<file path="config.mk">
export PLATFORM = sky130hd
export DESIGN_NAME = sevenseg_scan_capture
export DESIGN_NICKNAME = d
export VERILOG_FILES = /design/src/rtl/sevenseg_pkg.sv /design/src/rtl/sevenseg_glyph_decode.sv /design/src/rtl/sevenseg_scan_capture.sv
export SDC_FILE = /design/constraint.sdc
export NUM_CORES = 1
export LEC_CHECK = 0
export BUFFER_PORTS_ARGS = -buffer_cell sky130_fd_sc_hd__clkbuf_2
export CORE_AREA = 2 2 101 103
export DETAILED_ROUTE_END_ITERATION = 16
export DIE_AREA = 0 0 103 105
export PLACE_DENSITY_LB_ADDON = 0.12
export SYNTH_ARGS = -nofsm -noshare
export SYNTH_HDL_FRONTEND = slang
export SYNTH_SLANG_ARGS = --single-unit
</file>
<file path="constraint.sdc">
create_clock -name clk -period 2.75 [get_ports clk]
set_input_delay 0.275 -clock clk [delete_from_list [all_inputs] [get_ports clk]]
set_output_delay 0.275 -clock clk [all_outputs]
set_load 0.02 [all_outputs]
</file>
<file path="src/rtl/sevenseg_pkg.sv">
// Shared constants for the seven-segment scan path: active-low glyph table,
// scan FSM encoding and frame payload layout.
package sevenseg_pkg;

    localparam int unsigned DIGITS  = 4;
    localparam int unsigned CHAR_W  = 4;
    localparam int unsigned GLYPH_W = 7;
    localparam int unsigned SEG_W   = GLYPH_W + 1;

    // {a,b,c,d,e,f,g}, 0 = segment lit
    localparam logic [GLYPH_W-1:0] GLYPH_0 = 7'b0000001;
    localparam logic [GLYPH_W-1:0] GLYPH_1 = 7'b1001111;
    localparam logic [GLYPH_W-1:0] GLYPH_2 = 7'b0010010;
    localparam logic [GLYPH_W-1:0] GLYPH_3 = 7'b0000110;
    localparam logic [GLYPH_W-1:0] GLYPH_4 = 7'b1001100;
    localparam logic [GLYPH_W-1:0] GLYPH_5 = 7'b0100100;
    localparam logic [GLYPH_W-1:0] GLYPH_6 = 7'b0100000;
    localparam logic [GLYPH_W-1:0] GLYPH_7 = 7'b0001111;
    localparam logic [GLYPH_W-1:0] GLYPH_8 = 7'b0000000;
    localparam logic [GLYPH_W-1:0] GLYPH_9 = 7'b0000100;
    localparam logic [GLYPH_W-1:0] GLYPH_A = 7'b0001000;
    localparam logic [GLYPH_W-1:0] GLYPH_B = 7'b1100000;
    localparam logic [GLYPH_W-1:0] GLYPH_C = 7'b0110001;
    localparam logic [GLYPH_W-1:0] GLYPH_D = 7'b1000010;
    localparam logic [GLYPH_W-1:0] GLYPH_E = 7'b0110000;
    localparam logic [GLYPH_W-1:0] GLYPH_F = 7'b0111000;

    typedef enum logic [1:0] {
        ST_IDLE   = 2'd0,
        ST_SETTLE = 2'd1,
        ST_HOLD   = 2'd2
    } scan_state_e;

    typedef struct packed {
        logic [DIGITS-1:0]             dp;
        logic [DIGITS-1:0][CHAR_W-1:0] chars;
    } frame_t;

endpackage

</file>
<file path="src/rtl/sevenseg_glyph_decode.sv">
// Maps an active-low a..g pattern back to its hex character; misses decode to 4'hF.
module sevenseg_glyph_decode
    import sevenseg_pkg::*;
(
    input  logic [GLYPH_W-1:0] pattern,
    output logic [CHAR_W-1:0]  value,
    output logic               hit
);

    always_comb begin
        value = 4'hF;
        hit   = 1'b1;
        case (pattern)
            GLYPH_0: value = 4'h0;
            GLYPH_1: value = 4'h1;
            GLYPH_2: value = 4'h2;
            GLYPH_3: value = 4'h3;
            GLYPH_4: value = 4'h4;
            GLYPH_5: value = 4'h5;
            GLYPH_6: value = 4'h6;
            GLYPH_7: value = 4'h7;
            GLYPH_8: value = 4'h8;
            GLYPH_9: value = 4'h9;
            GLYPH_A: value = 4'hA;
            GLYPH_B: value = 4'hB;
            GLYPH_C: value = 4'hC;
            GLYPH_D: value = 4'hD;
            GLYPH_E: value = 4'hE;
            GLYPH_F: value = 4'hF;
            default: hit   = 1'b0;
        endcase
    end

endmodule

</file>
<file path="src/rtl/sevenseg_scan_capture.sv">
// Receive side of a 4-digit multiplexed seven-segment display: recovers one
// 16-bit frame per scan. Optional anode stall detector under SSCAP_TIMEOUT_EN.
module sevenseg_scan_capture
    import sevenseg_pkg::*;
#(
    parameter int unsigned SETTLE_CYC  = 16,
`ifdef SSCAP_TIMEOUT_EN
    parameter int unsigned TIMEOUT_CYC = 2**20,
`endif
    parameter int unsigned SYNC_STAGES = 2
) (
    input  logic                     clk,
    input  logic                     reset,
    input  logic [DIGITS-1:0]        an,
    input  logic [SEG_W-1:0]         seg,
    output logic [DIGITS*CHAR_W-1:0] frame_data,
    output logic [DIGITS-1:0]        frame_dp,
    output logic                     frame_valid,
    input  logic                     frame_ready,
    output logic                     glyph_err,
    output logic                     sel_err,
    output logic                     overrun,
    output logic                     stalled,
    input  logic                     err_clr
);

    localparam int unsigned       CNT_W    = (SETTLE_CYC > 1) ? $clog2(SETTLE_CYC) : 1;
    localparam logic [CNT_W-1:0]  CNT_LAST = CNT_W'(SETTLE_CYC - 1);
    localparam logic [CNT_W-1:0]  CNT_MAX  = '1;

    logic [SYNC_STAGES-1:0][DIGITS-1:0] an_sync;
    logic [SYNC_STAGES-1:0][SEG_W-1:0]  seg_sync;
    logic [DIGITS-1:0] sa, sa_q;
    logic [SEG_W-1:0]  ss, ss_q;
    logic              sa_changed, changed, blank, sel_one;

    scan_state_e       state, state_next;
    logic [CNT_W-1:0]  stab_cnt;
    logic              cnt_clr, cnt_inc, sample;

    frame_t            cap;
    logic [DIGITS-1:0] mask;
    logic              mask_full, load;
    logic [CHAR_W-1:0] dec_value;
    logic              dec_hit;
    logic              glyph_set, sel_set, over_set;

    // Input synchronizers; idle level is all-ones (nothing lit)
    always_ff @(posedge clk or negedge reset) begin
        if (!reset) begin
            an_sync  <= '1;
            seg_sync <= '1;
            sa_q     <= '1;
            ss_q     <= '1;
        end else begin
            an_sync  <= {an_sync[SYNC_STAGES-2:0], an};
            seg_sync <= {seg_sync[SYNC_STAGES-2:0], seg};
            sa_q     <= sa;
            ss_q     <= ss;
        end
    end

    assign sa         = an_sync[SYNC_STAGES-1];
    assign ss         = seg_sync[SYNC_STAGES-1];
    assign sa_changed = (sa != sa_q);
    assign changed    = sa_changed || (ss != ss_q);
    assign blank      = &sa;
    assign sel_one    = $onehot(~sa);

    always_ff @(posedge clk or negedge reset) begin
        if (!reset) state <= ST_IDLE;
        else        state <= state_next;
    end

    always_comb begin
        state_next = state;
        case (state)
            ST_IDLE:   if (!blank) state_next = ST_SETTLE;
            ST_SETTLE: begin
                if (blank)                               state_next = ST_IDLE;
                else if (!changed && stab_cnt == CNT_LAST) state_next = ST_HOLD;
            end
            ST_HOLD:   if (sa_changed || blank) state_next = ST_IDLE;
            default:   state_next = ST_IDLE;
        endcase
    end

    always_comb begin
        cnt_clr = 1'b0;
        cnt_inc = 1'b0;
        sample  = 1'b0;
        case (state)
            ST_IDLE:   cnt_clr = 1'b1;
            ST_SETTLE: begin
                if (changed)                    cnt_clr = 1'b1;
                else if (stab_cnt == CNT_LAST)  sample  = 1'b1;
                else                            cnt_inc = 1'b1;
            end
            default: ;
        endcase
    end

    sevenseg_glyph_decode u_decode (
        .pattern (ss[SEG_W-1:1]),
        .value   (dec_value),
        .hit     (dec_hit)
    );

    assign mask_full = &mask;
    assign load      = mask_full && (!frame_valid || frame_ready);
    assign glyph_set = sample && sel_one && !dec_hit;
    assign sel_set   = sample && !sel_one;
    assign over_set  = mask_full && frame_valid && !frame_ready;

    // Capture store, frame handoff and sticky error flags (a new error beats err_clr)
    always_ff @(posedge clk or negedge reset) begin
        if (!reset) begin
            stab_cnt    <= '0;
            cap         <= '0;
            mask        <= '0;
            frame_data  <= '0;
            frame_dp    <= '0;
            frame_valid <= 1'b0;
            glyph_err   <= 1'b0;
            sel_err     <= 1'b0;
            overrun     <= 1'b0;
        end else begin
            if (cnt_clr)                           stab_cnt <= '0;
            else if (cnt_inc && stab_cnt != CNT_MAX) stab_cnt <= stab_cnt + CNT_W'(1);

            if (mask_full) mask <= '0;
            if (sample && sel_one) begin
                for (int unsigned k = 0; k < DIGITS; k++) begin
                    if (!sa[k]) begin
                        cap.chars[k] <= dec_value;
                        cap.dp[k]    <= ~ss[0];
                        mask[k]      <= 1'b1;
                    end
                end
            end

            if (load) begin
                frame_data  <= cap.chars;
                frame_dp    <= cap.dp;
                frame_valid <= 1'b1;
            end else if (frame_valid && frame_ready) begin
                frame_valid <= 1'b0;
            end

            glyph_err <= glyph_set | (glyph_err & ~err_clr);
            sel_err   <= sel_set   | (sel_err   & ~err_clr);
            overrun   <= over_set  | (overrun   & ~err_clr);
        end
    end

`ifdef SSCAP_TIMEOUT_EN
    localparam int unsigned      TO_W   = $clog2(TIMEOUT_CYC + 1);
    localparam logic [TO_W-1:0]  TO_MAX = TO_W'(TIMEOUT_CYC);
    logic [TO_W-1:0] to_cnt;

    // Anode activity watchdog; purely informational, never blocks capture
    always_ff @(posedge clk or negedge reset) begin
        if (!reset) begin
            to_cnt  <= '0;
            stalled <= 1'b0;
        end else if (sa_changed) begin
            to_cnt  <= '0;
            stalled <= 1'b0;
        end else if (to_cnt == TO_MAX) begin
            stalled <= 1'b1;
        end else begin
            to_cnt  <= to_cnt + TO_W'(1);
        end
    end
`else
    assign stalled = 1'b0;
`endif

endmodule

</file>
==> results of run 1 <==
[cell usage after synthesis, types with 2 or more instances]
library cell,number,area share [%]
dfstp_2,36,25
buf_1,3,0.30
mux2i_1,21,5.6
buf_6,2,0.60
xnor2_1,2,0.46
clkbuf_1,2,0.20
o22ai_1,3,0.50
nand4_1,4,0.66
inv_1,28,2.8
buf_2,4,0.53
nor3_4,4,1.7
nand2b_1,5,0.83
ha_1,4,1.3
dfrtp_1,54,36
a21o_1,4,0.80
a211oi_1,2,0.40
nand2_1,5,0.50
a211o_1,3,0.70
nor3_1,2,0.27
a31oi_1,2,0.33
nor2_1,8,0.80
nor2b_1,3,0.50
mux2_2,20,6.0
xor2_1,15,3.5
nor4_2,2,0.66
o21ai_0,4,0.53
nor3b_1,2,0.40
[layout make-up]
type,instances,area share [%]
Timing Repair Buffer,59,9.54
Clock buffer,9,2.75
Sequential cell,90,50.9
Tap cell,133,3.69
Inverter,28,2.33
Clock inverter,7,1.91
Multi-Input combinational cell,146,28.9
[layer usage]
metal	track usage [%]	wire length (um)	up-vias
met4	4.23	77	0
met1	19.4	3200	1086
met3	3.61	234	6
met5	0	0	-
li1	-	-	1057
met2	20.0	3100	50
[final timing paths]
| check | from | end | cells past startpoint |
|---|---|---|---|
| min in group asynchronous | reset | stab_cnt[2]$_DFFE_PN0P_ | 2 |
| worst max register to register | sa[3]$_DFF_PN1_ | cap[9]$_DFFE_PN0P_ | 10 |
| max in group asynchronous | reset | ss_q[1]$_DFF_PN1_ | 3 |
| worst min register to register | an_sync[1]$_DFF_PN1_ | sa[1]$_DFF_PN1_ | 0 |
| worst min-delay path | err_clr | sel_err$_DFF_PN0_ | 2 |
| worst max-delay path | sa[3]$_DFF_PN1_ | cap[9]$_DFFE_PN0P_ | 10 |
[metrics by stage]
stage	hold WS, ns	cell area (um2)
after floorplan	-0.0206	3770
after global placement	0.270	4110
after detailed placement	0.272	4110
after CTS	0.112	4450
after global routing	0.119	4510
final	0.138	4510
[power by group]
part / leakage (uW) / switching (uW) / internal, uW
Sequential: 0.00113 / 32.6 / 1370
Combinational: 0.000856 / 82.2 / 61.6
Clock: 0.0000974 / 504 / 439
[cells by family after synthesis]
logic type	after synthesis	share of synthesized area [%]
DFF	90	60.9
and+or+nand+nor	52	10.3
muxes	41	11.5
buffers and inverters	40	4.61
AOI/OAI and AO/OA	30	6.73
xor gates and xnor gates	17	3.95
adders and majority gates	5	1.86
other	1	0.0994
[registers in the layout (all words and copies together) (netlist names), 8 cells and up]
| register | count |
|---|---|
| seg_sync | 8 |
| frame_data | 16 |
| ss_q | 8 |
| cap | 20 |
| ss | 8 |
[timing repair]
item,4_1_cts,5_1_grt
hold buffers,13,0
endpoints found under the setup margin,0,7
endpoints found under the hold margin,18,0
setup buffers,0,3
gates resized for setup,0,0
[critical path, cell delays in order (launching register included)]
cell and delay (ns):
dfstp_2 0.61, fa_1 0.43, inv_1 0.07, ha_1 0.13
ha_1 0.22, nor3b_1 0.21, buf_4 0.18, nand2_1 0.09
nor3_4 0.22, buf_12 0.15, mux2i_1 0.18
==> results.sh, run 1 <==
export IMPL_grt_max_degree=54
export IMPL_final_common_cell="dfrtp_1"
export IMPL_tritoncts="built"
export IMPL_rsz0062_at_grt="no"
export IMPL_grt_pass1_wl_um=11300
export IMPL_drc=0
export IMPL_ir_drop_mv=0.229
export IMPL_path_max_fanout=6
export IMPL_hpwl_um=4500
export IMPL_core_area_mm2=0.00964
export IMPL_p_per_area_mw_per_mm2=552
export IMPL_insertedDiodeCount=0
export IMPL_grt_use_total_pct=13.5
export IMPL_n_fill_cell=905
export IMPL_wl_um=6610
export IMPL_post_route_util_pct=46.8
export IMPL_hp_class="input port to register"
export IMPL_async_flop_share_pct=100
export IMPL_wl_per_cell_um=14.0
export IMPL_final_nets=355
export IMPL_drt_initial_drc_count=82
export IMPL_synth_nets=297
export IMPL_dieArea_mm2=0.0108
export IMPL_p_leak_uw=0.00208
export IMPL_antenna_found_initial=0
export IMPL_vias=2199
export IMPL_finalCritPeriodShare_pct=92.4
export IMPL_preCtsSetupSlack_ns=0.169
export IMPL_fp_dieW_um=103
export IMPL_io_pins=41
export IMPL_slew_headroom_pct=52.5
export IMPL_required_ns=3.03
export IMPL_cts_sinks=90
export IMPL_cts_buffer_depth=2
export IMPL_multi_input_area_mm2=0.00130
export IMPL_fmax_ghz=0.394
export IMPL_fin_crit_ns=2.54
export IMPL_outcome="complete, no violations"
export IMPL_gr_total_overflow=0
export IMPL_synth_cell_type_count=59
export IMPL_finalPower_uw=2490
export IMPL_viasPerCell=4.66
export IMPL_cts_buffers=9
export IMPL_rows=36
export IMPL_routabilityCongestion=0.756
export IMPL_fin_ws_ns=0.210
export IMPL_ys_ff_latch=90
export IMPL_syn_cell_area_mm2=0.00377
export IMPL_clockRootBuffer="clkbuf_8"
export IMPL_end_kind="register"
export IMPL_max_cap_viol_count=0
export IMPL_synth_cells=276
export IMPL_layout_common_cells="dfrtp_1 (54), clkbuf_2 (38), dfstp_2 (36), inv_1 (28), mux2i_1 (21)"
export IMPL_dp_cells=440
export IMPL_die_y_um=105
export IMPL_clk_latency_ns=0.36
export IMPL_synth_edf_count=0
export IMPL_htreeDepth=3
export IMPL_worstPathArrival_ns=2.82
export IMPL_seqCellArea_mm2=0.00230
export IMPL_route_antenna_remaining_nets=0
export IMPL_drive_gt1_share_pct=39.2
export IMPL_yosysSeqAreaShare_pct=60.9
export IMPL_grt_pass1_vias=2247
export IMPL_r2r_setup_slack_ns=0.21
export IMPL_finClkSkew_ns=0.0180
export IMPL_avgSynthCellArea_um2=13.7
export IMPL_crit_path_start_kind="register"
export IMPL_portBuffers=39
export IMPL_path_class="register to register"
export IMPL_worst_slew_pin_slew_ns=0.695
export IMPL_drv_slew=0
export IMPL_clk_pin_slew_ns=0.10
export IMPL_area_growth_pct=19.6
export IMPL_setup_viol=0
export IMPL_timing_final_hold_violations=0
export IMPL_setup_tns_ns=0
export IMPL_drt_pass1_iterations=4
export IMPL_fin_cells=472
export IMPL_start_util_pct=39.1
export IMPL_synth_flop_cell="dfrtp_1"
export IMPL_ys_warn_count=0
(Power assumes the default switching activity.)
==> inputs of run 2 (changes only) <==
CORE_AREA = 2 2 89 91   (was 2 2 101 103)
DIE_AREA = 0 0 91 93   (was 0 0 103 105)
clock period = 2.3 ns   (was 2.75 ns; I/O delays follow)
==> results.sh, run 2 (synthesis results as in run 1) <==
export IMPL_outcome="complete, but fails checks"
export IMPL_violations="setup timing"
export IMPL_grt_pass1_wl_um=10700
export IMPL_grt_max_degree=53
export IMPL_clk_pin_slew_ns=0.09
export IMPL_drc=0
export IMPL_intPower_uw=2370
export IMPL_worst_slew_pin_slew_ns=0.491
export IMPL_vias=2263
export IMPL_drt_initial_drc_count=75
export IMPL_worstPathArrival_ns=2.70
export IMPL_io_pins=41
export IMPL_antenna_found_initial=0
export IMPL_slowest_delay_ns=0.55
export IMPL_rows=32
export IMPL_grt_use_total_pct=16.2
export IMPL_required_ns=2.58
export IMPL_highest_layer="met4"
export IMPL_viasPerCell=4.97
export IMPL_swShare_pct=23.2
export IMPL_max_cap_viol_count=0
export IMPL_hpwl_um=4320
export IMPL_final_common_cell="dfrtp_1"
export IMPL_top_register="cap"
export IMPL_drive_gt1_share_pct=43.1
export IMPL_wl_per_cell_um=13.6
export IMPL_die_y_um=93
export IMPL_route_met2_wl_um=2840
export IMPL_tritoncts="built"
export IMPL_cpMaxStageDelayCell="dfstp_2"
export IMPL_wl_met1_um=3070
export IMPL_fin_crit_ns=2.42
export IMPL_path_delay_family="adder cells"
export IMPL_cp_common_cell="ha_4"
export IMPL_reg2reg_depth=10
export IMPL_rsz0062_at_grt="yes"
export IMPL_finClkSkew_ns=0.0109
export IMPL_drv_slew=0
export IMPL_core_area_mm2=0.00753
export IMPL_clockRootBuffer="clkbuf_8"
export IMPL_cts_buffers=9
export IMPL_layout_common_cells="dfrtp_1 (54), clkbuf_2 (38), dfstp_2 (36), inv_1 (27), mux2i_1 (21)"
export IMPL_gr_total_overflow=0
export IMPL_cts_sinks=90
export IMPL_worst_path_buf_inv=3
export IMPL_reg_top3="cap x20, frame_data x16"
export IMPL_fp_dieW_um=91
export IMPL_hp_class="input port to register"
export IMPL_grt_pass1_vias=2240
export IMPL_path_cells="fa_1 -> inv_2 -> ha_4 -> ha_4 -> nor3b_4 -> buf_6 -> nand2b_4 -> nor3_4 -> buf_12 -> mux2i_1"
export IMPL_fin_ws_ns=-0.116
export IMPL_path_max_fanout=6
export IMPL_start_util_pct=50.1
export IMPL_timing_final_hold_violations=0
export IMPL_setup_tns_ns=-1.37
export IMPL_switching_power_uw=715
export IMPL_wl_met3_um=212
export IMPL_setup_viol=17
export IMPL_ir_drop_mv=0.434
export IMPL_fin_area_mm2=0.00466
export IMPL_wl_um=6200
export IMPL_drt_pass1_iterations=4
export IMPL_insertedDiodeCount=0
export IMPL_cp_num_cells=10
export IMPL_slew_headroom_pct=66.4
export IMPL_cts_buffer_depth=2
export IMPL_htreeDepth=3
export IMPL_n_fill_cell=628
export IMPL_routabilityCongestion=0.798
export IMPL_min_delay_path_depth=2
export IMPL_p_leak_uw=0.00218
export IMPL_fmax_ghz=0.414
export IMPL_seqPwrFrac_pct=54.2
export IMPL_p_per_area_mw_per_mm2=661
export IMPL_crit_path_start_kind="register"
export IMPL_end_kind="register"
export IMPL_dieArea_mm2=0.00846
export IMPL_finalCritPeriodShare_pct=105
export IMPL_clkPwrFrac_pct=38.6
export IMPL_portBuffers=39
export IMPL_route_antenna_remaining_nets=0
export IMPL_area_growth_pct=23.6
export IMPL_post_dp_cell_area_mm2=0.00428
export IMPL_largest_reg_flops=20
export IMPL_pwr_share_comb_pct=7.3
export IMPL_clk_latency_ns=0.36
export IMPL_final_nets=369
export IMPL_path_class="register to register"
-- run 2: routing by layer --
metal  up-vias  track usage [%]
li1       1089                -
met1      1128             22.6
met2        39             24.3
met3         7             5.56
met4         0             4.55
met5         -                0
-- run 2: final timing paths --
kind / endpoint / startpoint / slack, ns
max: cap[7]$_DFFE_PN0P_ / sa[3]$_DFF_PN1_ / -0.12
min: sel_err$_DFF_PN0_ / err_clr / 0.1
max reg2reg: cap[7]$_DFFE_PN0P_ / sa[3]$_DFF_PN1_ / -0.12
min reg2reg: sa[3]$_DFF_PN1_ / an_sync[3]$_DFF_PN1_ / 0.36
max in group asynchronous: ss_q[5]$_DFF_PN1_ / reset / 1.25
min in group asynchronous: stab_cnt[2]$_DFFE_PN0P_ / reset / 0.37
-- run 2: area by class of cell --
cell class / instances / area (um2) / area share [%]
sequential: 90 / 2300 / 49.3
multi-input combinational: 146 / 1350 / 28.9
timing repair buffer: 73 / 564 / 12.1
tap: 102 / 128 / 2.74
clock buffer: 9 / 124 / 2.66
inverter: 28 / 105 / 2.25
clock inverter: 7 / 98.8 / 2.12
-- run 2: through the flow --
stage	power [uW]	hold WS (ns)	setup WS, ns	instances	utilization (%)
floorplan	1800	-0.0656	-0.0310	276	-
global placement	1890	0.226	-0.0252	425	56.9
detailed placement	1890	0.224	-0.0838	425	56.9
CTS	3110	0.0847	-0.114	455	61.7
global route	3220	0.0885	-0.239	455	62.0
finish	3080	0.0960	-0.116	455	62.0
-- run 2: what timing repair did --
action | in CTS | in global routing
gates resized for setup | 1 | 3
buffers inserted | 1 | 0
pin swaps | 2 | 5
endpoints found under the hold margin | 19 | 0
cloned | 0 | 0
hold buffers | 13 | 0
setup endpoints to repair | 21 | 24
-- run 2: power groups by stage --
stage               Sequential [uW]  Clock (uW)  Combinational, uW
CTS                            1670        1220                220
detailed placement             1700           0                195
finish                         1670        1190                224
floorplan                      1690           0                118
global route                   1680        1290                250
global placement               1700           0                192
==> inputs of run 3 (changes only) <==
CELL_PAD_IN_SITES_DETAIL_PLACEMENT = 0   (was not set)
CELL_PAD_IN_SITES_GLOBAL_PLACEMENT = 2   (was not set)
CORE_AREA = 2 2 103 105   (was 2 2 89 91)
CTS_BUF_LIST = sky130_fd_sc_hd__clkbuf_8   (was not set)
DIE_AREA = 0 0 105 107   (was 0 0 91 93)
==> results.sh, run 3 (synthesis results as in run 1) <==
export IMPL_route_met2_wl_um=3150
export IMPL_htreeDepth=3
export IMPL_drv_slew=0
export IMPL_clk_pin_slew_ns=0.09
export IMPL_reg_top3="cap x20, frame_data x16"
export IMPL_path_class="register to register"
export IMPL_cts_sinks=90
export IMPL_insertedDiodeCount=0
export IMPL_finClkSkew_ns=0.0101
export IMPL_io_pins=41
export IMPL_layout_common_cells="dfrtp_1 (54), clkbuf_2 (38), dfstp_2 (36), inv_1 (28), mux2i_1 (21)"
export IMPL_preCtsSetupSlack_ns=-0.103
export IMPL_path_delay_family="adder cells"
export IMPL_wl_met3_um=201
export IMPL_p_leak_uw=0.00221
export IMPL_drt_initial_drc_count=43
export IMPL_reg2reg_depth=9
export IMPL_clk_latency_ns=0.36
export IMPL_route_antenna_remaining_nets=0
export IMPL_path_max_fanout=6
export IMPL_required_ns=2.58
export IMPL_path_cells="fa_1 -> inv_1 -> ha_2 -> ha_4 -> nor3b_4 -> nand2b_1 -> nor3_4 -> buf_12 -> mux2i_1"
export IMPL_routabilityCongestion=0.732
export IMPL_grt_max_degree=38
export IMPL_p_per_area_mw_per_mm2=661
export IMPL_fin_ws_ns=-0.0431
export IMPL_finalCritPeriodShare_pct=102
export IMPL_vias=2246
export IMPL_hp_class="input port to register"
export IMPL_fmax_ghz=0.427
export IMPL_fp_dieW_um=105
export IMPL_hold_slack_ns=0.118
export IMPL_worst_path_buf_inv=2
export IMPL_worstPathArrival_ns=2.62
export IMPL_top_register="cap"
export IMPL_gr_total_overflow=0
export IMPL_worst_slew_pin_slew_ns=0.547
export IMPL_highest_layer="met4"
export IMPL_drt_pass1_iterations=4
export IMPL_cts_buffer_depth=2
export IMPL_grt_use_total_pct=13.3
export IMPL_setup_viol=20
export IMPL_die_y_um=107
export IMPL_cts_buffers=9
export IMPL_clockRootBuffer="clkbuf_8"
export IMPL_tritoncts="built"
export IMPL_antenna_found_initial=0
export IMPL_slew_headroom_pct=63.1
export IMPL_start_util_pct=37.4
export IMPL_cpMaxStageDelayCell="dfstp_2"
export IMPL_reg2reg_from="sa[1]$_DFF_PN1_"
export IMPL_drc=0
export IMPL_end_kind="register"
export IMPL_final_common_cell="dfrtp_1"
export IMPL_core_area_mm2=0.0101
export IMPL_slowest_delay_ns=0.55
export IMPL_drive_gt1_share_pct=43.6
export IMPL_rsz0062_at_grt="yes"
export IMPL_violations="setup timing"
export IMPL_grt_pass1_vias=2306
export IMPL_viasPerCell=4.55
export IMPL_hpwl_um=4690
export IMPL_wl_per_cell_um=13.6
export IMPL_worst_hold_startpoint="err_clr"
export IMPL_n_fill_cell=951
export IMPL_timing_final_hold_violations=0
export IMPL_fin_crit_ns=2.34
export IMPL_final_nets=374
export IMPL_r2r_setup_slack_ns=-0.04
export IMPL_outcome="complete, but fails checks"
export IMPL_ir_drop_mv=0.379
export IMPL_whs_endpoint="overrun$_DFF_PN0_"
export IMPL_fin_cells=494
export IMPL_wl_um=6710
export IMPL_wl_met1_um=3240
export IMPL_max_cap_viol_count=0
export IMPL_min_delay_path_depth=2
export IMPL_grt_pass1_wl_um=11500
export IMPL_portBuffers=39
export IMPL_crit_path_start_kind="register"
export IMPL_dp_cells=463
export IMPL_r2r_end="cap[1]$_DFFE_PN0P_"
export IMPL_dieArea_mm2=0.0112
export IMPL_rows=37
export IMPL_largest_reg_flops=20
export IMPL_area_growth_pct=25.7
-- run 3: layout make-up --
type | count | area [um2] | share of cell area, %
clock buffers | 11 | 151 | 3.19
clock inverters | 5 | 86.3 | 1.82
inverters | 28 | 105 | 2.22
multi-input cells | 146 | 1330 | 28.1
flip-flops and latches | 90 | 2300 | 48.4
well taps | 136 | 170 | 3.59
repair buffers | 78 | 602 | 12.7
-- run 3: how the worst max path moves through the flow --
stage	from	to	cells past startpoint
finish	sa[1]$_DFF_PN1_	cap[1]$_DFFE_PN0P_	9
global route	sa[1]$_DFF_PN1_	cap[17]$_DFFE_PN0P_	9
CTS	sa[1]$_DFF_PN1_	cap[1]$_DFFE_PN0P_	9
detailed placement	sa[1]$_DFF_PN1_	cap[9]$_DFFE_PN0P_	9
global placement	sa[1]$_DFF_PN1_	cap[16]$_DFFE_PN0P_	9
floorplan	sa[1]$_DFF_PN1_	cap[15]$_DFFE_PN0P_	8
-- run 3: worst reg2reg max path, delay by kind of cell (launching register included) --
kind,cells,cell delay [ns]
DFF,1,0.55
and+or+nand+nor,3,0.56
buffers and inverters,2,0.22
adders and majority gates,3,0.78
muxes,1,0.17
-- run 3: per-stage QoR --
stage                     utilization (%)  TNS [ns]  cell area [um2]  power, uW
final                                47.0    -0.540             4740       3140
after detailed placement             43.1     -1.81             4350       1910
after global routing                 47.0     -4.42             4740       3310
after global placement               43.1    -0.965             4350       1910
after floorplan                         -    -0.588             3800       1800
after CTS                            46.9     -1.04             4730       3190
-- run 3: repair_timing --
item                                    CTS  global route
pin swaps                                 1             0
buffers inserted                          1             1
endpoints found under the hold margin    35             0
endpoints found under the setup margin   20            25
resized for setup                         0             2
hold buffers                             13             0
-- run 3: metal layers --
layer,vias up,global-route usage (%)
li1,1106,-
met1,1104,17.8
met2,29,20.5
met3,7,3.95
met4,0,5.43
met5,-,0
-- run 3: report_power, final --
part,internal [uW],switching (uW),leakage (uW)
Sequential,1640,29.6,0.00113
Clock,677,556,0.000120
Combinational,115,118,0.000962
